**src/rtl/multi_ring_allocator.sv**
```systemverilog
// multi_ring_allocator: per-channel ring allocator issuing {channel, offset} buffer addresses with credit tracking.
// Latency: alloc acked combinationally in cycle t, result valid from t+1; sustains one result per cycle.
// Backpressure: result held stable until linear_ack; a new alloc is acked only when the result slot frees. ALLOCATOR_FALSE_EN adds size-0 false alloc/free.
module multi_ring_allocator #(
    parameter int CH_LBW = 4,
    parameter int N_CH = 2,
    parameter int N_ICFG = 4,
    localparam int CH_BW = $clog2(N_CH),
    localparam int LBW = CH_LBW + CH_BW,
    localparam int ICFG_BW = $clog2(N_ICFG + 1),
    localparam int SW = CH_LBW + 1
) (
    input  logic                  i_clk,
    input  logic                  i_rst,
    input  logic [N_ICFG*SW-1:0]  i_sizes,
    input  logic                  alloc_rdy,
    output logic                  alloc_ack,
    input  logic [ICFG_BW-1:0]    i_alloc_id,
    input  logic [CH_BW-1:0]      i_alloc_ch,
    output logic                  linear_rdy,
    input  logic                  linear_ack,
    output logic [LBW-1:0]        o_linear,
    output logic [ICFG_BW-1:0]    o_linear_id,
    output logic [CH_BW-1:0]      o_linear_ch,
    input  logic                  free_dval,
    input  logic [ICFG_BW-1:0]    i_free_id,
    input  logic [CH_BW-1:0]      i_free_ch,
    input  logic                  blkdone_dval,
    input  logic [CH_BW-1:0]      i_blkdone_ch,
`ifdef ALLOCATOR_FALSE_EN
    input  logic                  i_false_alloc,
    input  logic                  i_false_free,
    output logic                  o_false_alloc,
`endif
    output logic                  o_err
);

    localparam logic [SW-1:0] CAP_FULL = {1'b1, {CH_LBW{1'b0}}};

    logic [SW-1:0]     cap_q [N_CH];
    logic [SW-1:0]     cap_d [N_CH];
    logic [CH_LBW-1:0] cur_q [N_CH];
    logic [CH_LBW-1:0] cur_d [N_CH];
    logic [SW-1:0]     asize;
    logic [SW-1:0]     fsize;
    logic              slot_free;
    logic              err_set;

    // Ids beyond the table read as size 0 rather than X.
    function automatic logic [SW-1:0] size_of(input logic [N_ICFG*SW-1:0] tbl,
                                              input logic [ICFG_BW-1:0] id);
        size_of = '0;
        for (int k = 0; k < N_ICFG; k++)
            if (id == ICFG_BW'(k)) size_of = tbl[k*SW +: SW];
    endfunction

    always_comb begin
        asize = size_of(i_sizes, i_alloc_id);
        fsize = size_of(i_sizes, i_free_id);
`ifdef ALLOCATOR_FALSE_EN
        if (i_false_alloc) asize = '0;
        if (i_false_free)  fsize = '0;
`endif
    end

    assign slot_free = !linear_rdy || linear_ack;
    // Admission sees the registered cap only; a same-cycle free helps next cycle.
    assign alloc_ack = alloc_rdy && slot_free && (cap_q[i_alloc_ch] >= asize);

    always_comb begin
        logic [SW:0] sum;
        sum     = '0;
        err_set = 1'b0;
        for (int c = 0; c < N_CH; c++) begin
            sum = {1'b0, cap_q[c]};
            if (free_dval && i_free_ch == CH_BW'(c))
                sum = sum + {1'b0, fsize};
            if (alloc_ack && i_alloc_ch == CH_BW'(c))
                sum = sum - {1'b0, asize};
            if (sum > {1'b0, CAP_FULL}) begin
                cap_d[c] = CAP_FULL;
                err_set  = 1'b1;
            end else begin
                cap_d[c] = sum[SW-1:0];
            end
            cur_d[c] = cur_q[c];
            if (alloc_ack && i_alloc_ch == CH_BW'(c))
                cur_d[c] = cur_q[c] + asize[CH_LBW-1:0];
            if (blkdone_dval && i_blkdone_ch == CH_BW'(c))
                cur_d[c] = '0;
        end
    end

    always_ff @(posedge i_clk or negedge i_rst) begin
        if (!i_rst) begin
            for (int c = 0; c < N_CH; c++) begin
                cap_q[c] <= CAP_FULL;
                cur_q[c] <= '0;
            end
            linear_rdy    <= 1'b0;
            o_linear      <= '0;
            o_linear_id   <= '0;
            o_linear_ch   <= '0;
            o_err         <= 1'b0;
`ifdef ALLOCATOR_FALSE_EN
            o_false_alloc <= 1'b0;
`endif
        end else begin
            for (int c = 0; c < N_CH; c++) begin
                cap_q[c] <= cap_d[c];
                cur_q[c] <= cur_d[c];
            end
            if (err_set) o_err <= 1'b1;
            if (alloc_ack) begin
                linear_rdy    <= 1'b1;
                o_linear      <= {i_alloc_ch, cur_q[i_alloc_ch]};
                o_linear_id   <= i_alloc_id;
                o_linear_ch   <= i_alloc_ch;
`ifdef ALLOCATOR_FALSE_EN
                o_false_alloc <= i_false_alloc;
`endif
            end else if (linear_ack) begin
                linear_rdy <= 1'b0;
            end
        end
    end

endmodule

```
**config.mk**
```make
export PLATFORM = sky130hd
export DESIGN_NAME = multi_ring_allocator
export DESIGN_NICKNAME = d
export VERILOG_FILES = /design/src/rtl/multi_ring_allocator.sv
export SDC_FILE = /design/constraint.sdc
export NUM_CORES = 1
export LEC_CHECK = 0
export BUFFER_PORTS_ARGS = -buffer_cell sky130_fd_sc_hd__buf_2
export CAP_MARGIN = 20
export CORE_MARGIN = 2
export CORE_UTILIZATION = 35
export DETAILED_ROUTE_END_ITERATION = 10
export SLEW_MARGIN = 10
export SYNTH_ARGS = -nofsm -noshare
export SYNTH_HDL_FRONTEND = slang
export SYNTH_SLANG_ARGS = --single-unit
```
**constraint.sdc**
```tcl
create_clock -name i_clk -period 2.8 [get_ports i_clk]
set_input_delay 0 -clock i_clk [delete_from_list [all_inputs] [get_ports i_clk]]
set_output_delay 0 -clock i_clk [all_outputs]
set_load 0.005 [all_outputs]
```
-- Word-level counts from Yosys, hierarchy flattened
Cells that the tools add are included.
- magnitude comparators: 4
- equal/unequal tests: 6
- muxes and demuxes: 28
- bitwise logic cells: 4
- add/sub/neg operators: 6
- reductions and logical operators: 15
- operator list (cell ; count):
    2-to-1 mux 5 bit ; 13
    2-to-1 mux 4 bit ; 7
    2-to-1 mux 6 bit ; 4
    adder 5 x 5 -> 6 bit ; 2
    equality test 3 x 2 -> 1 bit, second input constant ; 4
    greater-than comparator 6 x 5 -> 1 bit, second input constant ; 2
    subtractor 6 x 5 -> 6 bit ; 2
    adder 4 bit ; 2
    logical AND 1 bit ; 8
    equality test 3 x 1 -> 1 bit, second input constant ; 2
    zero test 3 bit ; 2
    nonzero test 2 bit ; 3
    greater-or-equal comparator 5 bit ; 1
    2-to-1 mux 1 bit ; 4
    NOT 1 bit ; 3
    greater-or-equal comparator 2 bit, second input constant ; 1
    NOT 1 -> 2 bit ; 1
    zero test 1 bit ; 1
    logical OR 1 bit ; 1
- logic and storage cells: 72
- flip-flop bits (word level): 29

-- Logic depth before layout (Yosys ltp)
Gate-level depths: netlist of run 1.
- depth after elaboration: 12
- mapped depth: 15
- depth with buffers taken out: 14

-- Worst setup path after synthesis of run 1
OpenSTA, ideal clock, no wires.
- path kind: input to register
- start: input i_free_id[0]
- end: register o_err
- setup slack: -0.749 ns
- arrival time: 3.425 ns
- buffers on the path: 1
- stages: 14
- setup time: 0.124 ns
- cell sequence: clkbuf_1 mux4_2 nor2b_1 ha_1 fa_1 mux2i_1 inv_1 ha_1 nor2b_1 o21ai_0 or4bb_1 o2111ai_1 o211ai_1 a211o_1
- word-level cells in the longest chain between the ends: 12
- elaborated cells between the ends (all ways): 20
- those cells by class: 4 x add/sub; 2 x order compare; 3 x eq/ne; 10 x mux; 1 x reduce/logical
- ends and longest elaborated chain (item ; line ; text):
    start, declared ; 26 ; input logic [ICFG_BW-1:0] i_free_id,
    zero test 3 bit ; 54 ; if (id == ICFG_BW'(k)) size_of = tbl[k*SW +: SW];
    2-to-1 mux 5 bit (3 in a row) ; 54 ;
    2-to-1 mux 5 bit (*) ; 54 ;
    adder 5 x 5 -> 6 bit ; 77 ; sum = sum + {1'b0, fsize};
    2-to-1 mux 6 bit ; 76 ; if (free_dval && i_free_ch == CH_BW'(c))
    subtractor 6 x 5 -> 6 bit ; 79 ; sum = sum - {1'b0, asize};
    2-to-1 mux 6 bit ; 78 ; if (alloc_ack && i_alloc_ch == CH_BW'(c))
    greater-than comparator 6 x 5 -> 1 bit ; 80 ; if (sum > {1'b0, CAP_FULL}) begin
    2-to-1 mux 1 bit ; 80 ;
    2-to-1 mux 1 bit (*) ; 80 ;
    end signal, assigned ; 104 ; o_err <= 1'b0;
    end signal, assigned ; 113 ; if (err_set) o_err <= 1'b1;
    end, declared ; 35 ; output logic o_err
Mark *: on every way between the ends. The rest lies on a longest branch, timed or not.
A chain may end at the register's enable or synchronous reset.

-- Final worst setup path of run 1
Same ends and word-level chain as after synthesis.

==> out/qor.csv, run 1 <==
stage;metric;value;unit
sta;setup_viol;11;
drt;vias_per_cell;5.350;
setup_path;critPathMaxFanout;4;
power;p_per_area;941.8;nW/um^2
placement;globalplace.congestion;0.8697;
clock_network;cts.clk_slew.worst_paths;0.10;ns
grt;track_usage;20.13;%
drt;routed_wl;9023;um
synth;synth.distinct_cells;54;
status;run_status;finished with violations;
sta;fin_ws;-0.3320;ns
grt;grt_pass1_wl;14020;um
drt;antenna_left;0;
clock_network;clockRootBuffer;clkbuf_8;
placement;portBuffers;46;
synth;ys_async_sr_fraction;100.0;%
synth;synth_cells;300;
placement;dp.cells;505;
finish;nets;501;
finish;antennaDiodeCount;0;
synth;synth-main-ff-cell;dfrtp_1;
sta;max_freq;319.3;MHz
setup_path;arrival;3.31;ns
die;core;7807;sq um
clock_network;cts_sinks;28;
finish;fin_cells;529;
drt;drt-pass1-iter-count;4;
setup_path;cp-start-kind;primary input;
drt;wl_per_cell;17.06;um
synth;ys_warn_count;0;
die;die_h;94.32;um
grt;grt-ovfl-total;0;
grt;grt_pass1_vias;2856;
sta;max_slew_margin;55.72;%
sta;rsz0062_at_grt;yes;
sta;finalSetupTns;-1.993;ns
die;dieArea;8896;sq um
setup_path;worst_ep_required_time;2.97;ns
flow_run;drv_cap;0;
sta;drv_slew;0;
synth;synth-seq-cells;28;
drt;num_vias;2830;
sta;layout_min_cycle_time;3.132;ns
setup_path;criticalPathCategory;primary input to register;
drt;drt_iter0_drc;123;
synth;synth_area_leaders;dfrtp_1, ha_1, mux4_2, mux2i_1, a21oi_1;
sta;finalHoldViolCount;0;
clock_network;clk_latency;0.28;ns
clock_network;cts_buffers;3;
synth;seq_area_frac_synth;24.63;%
hold_path;hp-class;primary input to register;
clock_network;clockBufferDepth;2;
status;violations;negative setup slack;
power;p_total;4.099;mW
finish;layout-drive-gt1-share;52.46;%
sta;tightest_slew;0.6642;ns
die;dieWidth;94.32;um
clock_network;cts_tree;built;
clock_network;htree_levels;1;
synth;synth-edff-count;0;
power;power.leakage;2.010;nW
synth;netlist.area_leader.share;22.79;%
drt;drc_errors;0;
grt;grt_antenna_before_repair;0;
synth;syn-cell-area;2855;sq um
synth;avgSynthCellArea;9.517;sq um
finish;syn2layout_area_growth;52.45;%
synth;syn-num-nets;372;
finish;nFillCells;658;
placement;hpwl;6729;um
setup_path;critPathCaptureType;register;
power;vdd_drop_max;442.2;uV
sta;fin_skew;0.002624;ns
sta;fin_hold_ws;0.02998;ns
die;num_io_pins;47;
grt;grt_max_degree;29;
sta;finalCritPeriodShare;111.9;%
die;row_count;32;
synth;synth_top_area_cell;dfrtp_1;
die;initial_core_util;36.57;%
==> layer usage <==
layer	vias to the layer above	routed length [um]	GRT usage, %
li1	1376	-	-
met1	1398	3992	26.93
met2	48	4677	34.94
met3	8	262	2.568
met4	0	91	4.227
met5	-	0	0
==> per-stage QoR <==
stage               setup slack (ns)  cell area, sq um  utilization, %
detailed placement           -0.7488              3789           48.53
CTS                          -0.3407              4144           53.08
global route                 -0.3610              4353           55.75
floorplan                    -0.4567              2998               -
finish                       -0.3320              4353           55.75
global placement             -0.6583              3789           48.53
==> area by class of cell <==
class	count	area, sq um	share of cell area (%)
Sequential cell	28	703.2	16.15
Tap cell	102	127.6	2.932
Clock buffer	3	41.29	0.9485
Timing Repair Buffer	133	919.6	21.13
Inverter	12	45.04	1.035
Multi-Input combinational cell	251	2516	57.80
==> report_power, final <==
part / total [mW] / internal (mW) / switching, mW
Sequential: 0.715 / 0.585 / 0.130
Combinational: 3.15 / 1.68 / 1.47
Clock: 0.235 / 0.0970 / 0.138
==> sequential cells by signal, summed over array words and instances, names as in the netlist <==
register,cells
o_err,1
linear_rdy,1
o_linear,5
o_linear_id,3
cur_q,8
cap_q,10
==> synth_stat cells (all sizes together) (4+ instances only) <==
library cell  count
fa                6
nor2b            15
xnor2            10
nand3             4
a31oi             4
mux2              9
ha               31
dfrtp            26
mux2i            15
a21o              8
nand2            18
a211oi            9
a21oi            25
and2              5
a211o             5
nand2b            4
mux4              8
clkbuf            6
nor2             23
o21ai            12
and3              4
inv              12
xor2              4
==> cell usage in the layout, fill, tap and decap left out, drive strengths merged, types with 4 or more instances in the layout <==
cell type    n
nand3        4
a21oi       25
nor2b       15
fa           6
inv         12
mux4         8
a211oi       9
o21ai       12
mux2i       15
a21o         8
buf        130
xnor2       10
nand2       18
nor2        23
xor2         4
and2         5
and3         4
ha          31
dfrtp       26
a31oi        4
nand2b       4
mux2         9
a211o        5
==> timing repair <==
item,in CTS,in global routing
gates resized for setup,41,29
pin swaps,21,22
endpoints found under the hold margin,30,0
setup endpoints to repair,11,11
setup buffers,10,8
hold buffers,3,0
==> worst max-delay path, stage by stage <==
cell and delay [ns]:
buf_8 0.08, mux4_2 0.49, nor2b_4 0.15, ha_4 0.16, fa_2 0.56, mux2i_4 0.09
fa_2 0.57, nand2_2 0.05, nor2_2 0.10, or4bb_1 0.46, o2111ai_2 0.11, o211ai_1 0.16
a211o_1 0.32
==> worst paths after layout <==
path | from | cells after the start | slack (ns) | endpoint
max | i_free_id[0] | 13 | -0.33 | o_err
min | linear_ack | 3 | 0.03 | linear_rdy
max reg2reg | cap_q[5] | 10 | -0.32 | o_err
min reg2reg | o_linear[4] | 1 | 0.50 | o_linear[4]
max in group asynchronous | i_rst | 2 | 2.09 | cap_q[5]
min in group asynchronous | i_rst | 2 | 0.28 | cur_q[4]
==> logic make-up (layout without fill, tap and decap cells) <==
family / after synthesis / in the layout / synth area share [%]
adder cells (fa/ha/maj): 37 / 37 / 17.79
AND/OR/NAND/NOR: 89 / 89 / 16.83
AO/OA/AOI/OAI: 79 / 79 / 18.32
XOR/XNOR: 14 / 14 / 4.294
flip-flops: 28 / 28 / 24.63
buffers and inverters: 21 / 148 / 3.023
multiplexers: 32 / 32 / 15.12
Power figures use the tool's default switching activity.
==> run 2: changes to the inputs <==
- HOLD_SLACK_MARGIN: unset -> 0.15
==> out/qor.csv, run 2 (synthesized netlist as in run 1, its figures left out) <==
stage;metric;value;unit;change
status;run_status;finished with violations;;unchanged
status;violations;negative setup slack;;unchanged
die;die_h;94.32;um;unchanged
grt;grt-ovfl-total;0;;unchanged
drt;drt_iter0_drc;158;;was 123
setup_path;criticalPathCategory;primary input to register;;unchanged
grt;grt_pass1_wl;14080;um;was 14020 um
finish;nFillCells;657;;was 658
setup_path;crit_end;o_err;;unchanged
die;num_io_pins;47;;unchanged
die;initial_core_util;36.57;%;unchanged
setup_path;worst_ep_required_time;2.97;ns;about the same
setup_path;crit_top_cell;fa_2;;unchanged
drt;wl_per_cell;17.11;um;was 17.06 um
finish;antennaDiodeCount;0;;unchanged
setup_path;cpMaxStageDelayCell;fa_2;;unchanged
clock_network;cts.clk_slew.worst_paths;0.10;ns;about the same
drt;drc_errors;0;;unchanged
setup_path;setup.worst_path.start;i_free_id[0];;unchanged
finish;regArea;703.2;sq um;unchanged
sta;max_freq;319.1;MHz;was 319.3 MHz
setup_path;crit_path_max_incr_delay;0.57;ns;about the same
setup_path;cp_cell_sequence;buf_8 > mux4_2 > nor2b_4 > ha_4 > fa_2 > mux2i_4 > fa_2 > nand2_2 > nor2_2 > or4bb_1 > o2111ai_2 > o211ai_1 > a211o_1;;unchanged
clock_network;htree_levels;1;;unchanged
clock_network;cts_tree;built;;unchanged
sta;rsz0062_at_grt;yes;;unchanged
drt;num_vias;2824;;was 2830
die;dieWidth;94.32;um;unchanged
sta;finalCritPeriodShare;111.9;%;about the same
placement;dp.cells;505;;unchanged
finish;largest_reg_flops;10;;unchanged
sta;max_slew_margin;55.62;%;was 55.72%
setup_path;critPathMaxFanout;4;;unchanged
finish;syn2layout_area_growth;53.51;%;was 52.45%
clock_network;clockBufferDepth;2;;unchanged
setup_path;crit_buf_inv;1;;unchanged
finish;utilization;56.14;%;was 55.75%
sta;drv_slew;0;;unchanged
setup_path;rrSetupSlack;-0.32;ns;about the same
grt;grt_max_degree;29;;unchanged
setup_path;worstReg2RegStart;cap_q[5];;unchanged
grt;grt_antenna_before_repair;0;;unchanged
hold_path;hp-class;primary input to register;;unchanged
finish;fin_cells;532;;was 529
setup_path;rr_endpoint;o_err;;unchanged
drt;routed_wl;9104;um;was 9023 um
grt;track_usage;20.20;%;was 20.13%
drt;vias_per_cell;5.308;;was 5.350
setup_path;critPathCaptureType;register;;unchanged
placement;detailed_place.area;3789;sq um;unchanged
sta;setup_viol;11;;unchanged
drt;antenna_left;0;;unchanged
placement;globalplace.congestion;0.8697;;unchanged
sta;fin_skew;0.003000;ns;was 0.002624 ns
power;power.leakage;2.023;nW;was 2.010 nW
clock_network;clockRootBuffer;clkbuf_8;;unchanged
finish;final_area;4383;sq um;was 4353 sq um
die;dieArea;8896;sq um;unchanged
die;core;7807;sq um;unchanged
finish;reg_top3;cap_q (10), cur_q (8), o_linear (5);;unchanged
finish;final_cell_mix;buf_4, buf_2, dfrtp_1;;unchanged
setup_path;r2r_cells;10;;unchanged
sta;tightest_slew;0.6657;ns;was 0.6642 ns
finish;layout-drive-gt1-share;52.09;%;was 52.46%
setup_path;cp-start-kind;primary input;;unchanged
setup_path;arrival;3.31;ns;about the same
finish;final_common_cell;buf_4;;unchanged
grt;grt_pass1_vias;2871;;was 2856
sta;layout_min_cycle_time;3.134;ns;was 3.132 ns
die;row_count;32;;unchanged
placement;portBuffers;46;;unchanged
sta;fin_ws;-0.3338;ns;was -0.3320 ns
finish;multiInputGateArea;2516;sq um;unchanged
power;p_per_area;936.2;nW/um^2;was 941.8 nW/um^2
finish;nets;504;;was 501
clock_network;cts_buffers;3;;unchanged
clock_network;cts_sinks;28;;unchanged
drt;drt-pass1-iter-count;4;;unchanged
flow_run;drv_cap;0;;unchanged
placement;hpwl;6729;um;unchanged
finish;regMostFlops;cap_q;;unchanged
sta;finalHoldViolCount;0;;unchanged
setup_path;path_depth;13;;unchanged
clock_network;clk_latency;0.28;ns;about the same
power;vdd_drop_max;442.2;uV;about the same
setup_path;cp_top_family;adder cells;;unchanged
==> run 2: changes by cell type in the layout (fill, tap and decap cells not counted) <==
| cell | delta |
|---|---|
| dlygate4sd3_1 | +3 |
==> run 2: power by group <==
part	internal [mW]	leakage [nW]	switching (mW)
logic	1.68	1.65	1.47
registers	0.585	0.354	0.131
clock network	0.0970	0.0216	0.138
total	2.36	2.02	1.74
==> run 2: worst min-delay path: stages <==
cell    delay [ns]
buf_2         0.11
buf_4         0.16
mux2_2        0.15
==> run 2: area by class of cell <==
class / count / share of cell area [%]
Inverter: 12 / 1.028
Sequential cell: 28 / 16.04
Tap cell: 102 / 2.912
Timing Repair Buffer: 136 / 21.67
Clock buffer: 3 / 0.9421
Multi-Input combinational cell: 251 / 57.41
==> run 2: worst min-delay path by stage <==
stage,startpoint,end,cells after the start
5_1_grt,i_alloc_id[0],o_linear_id[0],3
3_5_place_dp,i_rst,cur_q[4],1
2_1_floorplan,i_rst,cap_q[0],0
6_report,i_alloc_id[0],o_linear_id[0],3
4_1_cts,i_alloc_id[0],o_linear_id[0],3
3_3_place_gp,i_rst,cur_q[4],1
==> run 2: through the flow <==
stage               hold WS, ns  power, mW  TNS [ns]  setup slack [ns]
floorplan               -0.2956      2.133    -4.437           -0.4567
global placement        0.06162      2.997    -6.192           -0.6583
detailed placement      0.07802      3.043    -6.704           -0.7488
CTS                      0.1823      3.655    -1.808           -0.3407
global route             0.2240      4.390    -2.951           -0.3604
finish                   0.1744      4.103    -1.927           -0.3338
==> run 2: metal layers <==
metal | GRT usage (%) | up-vias | share of wire (%)
met1 | 26.93 | 1379 | 45
met3 | 2.568 | 10 | 2.4
met4 | 4.227 | 0 | 1.3
met2 | 35.18 | 56 | 51
met5 | 0 | - | 0
li1 | - | 1379 | -
==> run 2: timing repair <==
action,CTS,global route
setup buffers,10,8
hold endpoints to repair,36,0
pin swaps,21,22
endpoints found under the setup margin,11,11
hold buffers,6,0
gates resized for setup,41,29
==> run 3: changes to the inputs <==
- ABC_AREA: unset -> 1
==> out/qor.csv, run 3 <==
stage;metric;value;unit;change
drt;antenna_left;0;;unchanged
clock_network;clockRootBuffer;clkbuf_8;;unchanged
finish;largest_reg_flops;10;;unchanged
placement;detailed_place.area;3677;sq um;was 3789 sq um
finish;fin_cells;650;;was 532
grt;grt-ovfl-total;0;;unchanged
placement;globalplace.congestion;0.8984;;was 0.8697
finish;nets;618;;was 504
sta;finalSetupTns;-0.04197;ns;was -1.927 ns
die;num_io_pins;47;;unchanged
synth;synth-seq-cells;28;;unchanged
finish;multiInputGateArea;2215;sq um;was 2516 sq um
setup_path;cp_cell_sequence;buf_6 > nor2_4 > inv_2 > nor2_4 > inv_2 > o21ai_2 > a21oi_2 > buf_4 > ha_4 > fa_2 > buf_4 > xnor2_2 > o21ai_2 > ha_4 > nand2_1 > nand2_1 > nand2_2 > nand3_2 > nand3_1 > nand2_2 > a21boi_4 > nand2_2 > nand2_2 > nand3_2;;was buf_8 > mux4_2 > nor2b_4 > ha_4 > fa_2 > mux2i_4 > fa_2 > nand2_2 > nor2_2 > or4bb_1 > o2111ai_2 > o211ai_1 > a211o_1
sta;fin_hold_ws;0.1596;ns;was 0.1744 ns
die;row_count;33;;was 32
power;power.share.clock;11.0;%;was 5.7%
power;p_switching;1.366;mW;was 1.741 mW
grt;grt_max_degree;29;;unchanged
drt;drt-pass1-iter-count;4;;unchanged
clock_network;htree_levels;1;;unchanged
setup_path;cpMaxStageDelayCell;fa_2;;unchanged
power;power.leakage;2.236;nW;was 2.023 nW
sta;tightest_slew;0.6829;ns;was 0.6657 ns
finish;regArea;703.2;sq um;unchanged
synth;synthMuxAreaShare;0.3360;%;was 15.12%
sta;fin_skew;0.009372;ns;was 0.003000 ns
finish;antennaDiodeCount;0;;unchanged
synth;seq_area_frac_synth;23.60;%;was 24.63%
setup_path;arrival;3.02;ns;was 3.31 ns
hold_path;hp-start;i_blkdone_ch;;was i_alloc_id[0]
synth;synth_compound_area_share;14.03;%;was 18.32%
clock_network;cts_sinks;28;;unchanged
synth;synth_cells;438;;was 300
sta;layout_min_cycle_time;2.842;ns;was 3.134 ns
clock_network;cts_tree;built;;unchanged
die;dieArea;9266;sq um;was 8896 sq um
setup_path;crit_path_max_incr_delay;0.40;ns;was 0.57 ns
sta;rsz0062_at_grt;yes;;unchanged
power;p_per_area;731.7;nW/um^2;was 936.2 nW/um^2
sta;fin_ws;-0.04197;ns;was -0.3338 ns
power;comb_power_share;67.5;%;was 76.8%
finish;final_cell_mix;nand2_1, inv_1, buf_4;;was buf_4, buf_2, dfrtp_1
finish;regMostFlops;cap_q;;unchanged
sta;max_freq;351.9;MHz;was 319.1 MHz
synth;synth_fa_ha_area_share;17.05;%;was 17.79%
setup_path;criticalPathCategory;primary input to register;;unchanged
die;core;8217;sq um;was 7807 sq um
clock_network;cts_buffers;3;;unchanged
synth;syn-num-nets;510;;was 372
drt;vias_per_cell;4.905;;was 5.308
clock_network;cts.clk_slew.worst_paths;0.11;ns;was 0.10 ns
power;vdd_drop_max;387.1;uV;was 442.2 uV
synth;synth_top_family_by_area;simple AND/OR/NAND/NOR gates;;was compound AO/OA/AOI/OAI gates
finish;final_common_cell;nand2_1;;was buf_4
synth;synth_xor_area_share;2.940;%;was 4.294%
status;violations;negative setup slack;;unchanged
drt;routed_wl;8702;um;was 9104 um
drt;drc_errors;0;;unchanged
placement;hpwl;6777;um;was 6729 um
drt;wl_per_cell;13.39;um;was 17.11 um
setup_path;cp_top_family;simple AND/OR/NAND/NOR gates;;was adder cells
synth;syn-cell-area;2979;sq um;was 2855 sq um
grt;grt_pass1_vias;3134;;was 2871
placement;dp.cells;629;;was 505
power;p_total;3.058;mW;was 4.103 mW
grt;grt_antenna_before_repair;0;;unchanged
setup_path;crit_top_cell;nand2_2;;was fa_2
die;initial_core_util;36.26;%;was 36.57%
sta;finalHoldViolCount;0;;unchanged
finish;syn2layout_area_growth;40.32;%;was 53.51%
drt;drt_iter0_drc;113;;was 158
synth;netlist.area_leader.share;21.84;%;was 22.79%
clock_network;clockBufferDepth;2;;unchanged
grt;track_usage;19.75;%;was 20.20%
synth;ys_warn_count;0;;unchanged
power;p_seq_share;21.5;%;was 17.4%
sta;drv_slew;0;;unchanged
synth;synth-simple-area-share;29.65;%;was 16.83%
placement;post-place-ws;-0.5358;ns;was -0.7488 ns
finish;reg_top3;cap_q (10), cur_q (8), o_linear (5);;unchanged
synth;synth.top_cells.by_count;nand2_1, inv_1, ha_1;;was ha_1, dfrtp_1, a21oi_1
synth;synth.distinct_cells;40;;was 54
grt;grt_pass1_wl;14330;um;was 14080 um
synth;synth_top_area_cell;dfrtp_1;;unchanged
die;dieWidth;96.26;um;was 94.32 um
synth;synth-main-ff-cell;dfrtp_1;;unchanged
power;p_int;1.693;mW;was 2.362 mW
setup_path;worstReg2RegStart;cap_q[0];;was cap_q[5]
setup_path;critPathCaptureType;register;;unchanged
finish;nFillCells;807;;was 657
finish;utilization;50.88;%;was 56.14%
synth;ys_async_sr_fraction;100.0;%;unchanged
sta;setup_viol;1;;was 11
power;switching_share;44.65;%;was 42.43%
synth;avgSynthCellArea;6.802;sq um;was 9.517 sq um
setup_path;crit_buf_inv;5;;was 1
sta;max_slew_margin;54.23;%;was 55.62%
sta;finalCritPeriodShare;101.5;%;was 111.9%
flow_run;drv_cap;0;;unchanged
status;run_status;finished with violations;;unchanged
setup_path;setup.worst_path.start;i_free_id[2];;was i_free_id[0]
synth;synth_most_common_cell;nand2_1;;was ha_1
clock_network;clk_latency;0.29;ns;was 0.28 ns
finish;layout-drive-gt1-share;34.50;%;was 52.09%
setup_path;critPathMaxFanout;4;;unchanged
synth;synth_area_leaders;dfrtp_1, nand2_1, ha_1, inv_1, nand3_1;;was dfrtp_1, ha_1, mux4_2, mux2i_1, a21oi_1
setup_path;cp-start-kind;primary input;;unchanged
placement;portBuffers;46;;unchanged
setup_path;worst_ep_required_time;2.98;ns;was 2.97 ns
synth;synth-edff-count;0;;unchanged
finish;final_area;4180;sq um;was 4383 sq um
hold_path;hp-class;primary input to register;;unchanged
die;die_h;96.26;um;was 94.32 um
drt;num_vias;3188;;was 2824
-- run 3: changes by cell type in the layout (fill, tap and decap cells not counted), moves of 9 or more --
cell     previous run  this run
buf_4              79        56
inv_1              10        71
inv_2               2        13
mux2i_1            14         1
nand2_1            13       113
nand2_2             4        13
nand3_1             1        16
nand3_2             0        11
nor2b_1            10         0
-- run 3: final timing paths --
kind	end	slack, ns	depth (start not counted)
worst min-delay path	cur_q[7]	0.16	5
min in group asynchronous	o_linear[2]	0.27	2
worst min register to register	o_linear_id[2]	0.49	2
worst max register to register	o_err	0	16
worst max-delay path	o_err	-0.04	24
max in group asynchronous	cap_q[5]	2.10	2
-- run 3: cell families (layout without fill, tap and decap cells) --
group	after synthesis	after routing
compound gates	73	73
xor+xnor	10	10
fa+ha+maj	37	37
buf+inv	91	198
flops	28	28
mux	1	1
simple gates	198	198
-- run 3: metal layers --
layer  share of wire (%)  GRT usage [%]
met5                   0              0
met1                  49          26.23
met2                  47          35.19
met4                 1.2          4.524
met3                 2.3         0.9397
-- run 3: area by class of cell --
type | instances | area share, %
clock buffer | 3 | 0.9877
clock inverter | 1 | 0.7183
inverter | 84 | 7.543
multi-input combinational | 319 | 52.98
sequential | 28 | 16.82
tap | 105 | 3.143
timing repair buffer | 110 | 17.81
-- run 3: repair_timing --
| action | 4_1_cts | 5_1_grt |
|---|---|---|
| gates resized for setup | 23 | 46 |
| pin swaps | 20 | 26 |
| hold buffers | 7 | 0 |
| buffers inserted | 6 | 4 |
| setup endpoints to repair | 9 | 11 |
| hold endpoints to repair | 37 | 0 |
| gates cloned | 0 | 0 |
-- run 3: power groups by stage --
stage          registers (mW)  logic, mW  clock network (mW)
6_report                0.658       2.06               0.336
5_1_grt                 0.675       2.32               0.358
4_1_cts                 0.653       1.85               0.340
3_5_place_dp            0.660       1.73                   0
3_3_place_gp            0.657       1.71                   0
2_1_floorplan           0.641       1.15                   0
-- run 3: tightest hold or removal path: cells and delay by family --
family / cells / cell delay, ns
simple gates: 3 / 0.26
buf+inv: 2 / 0.16
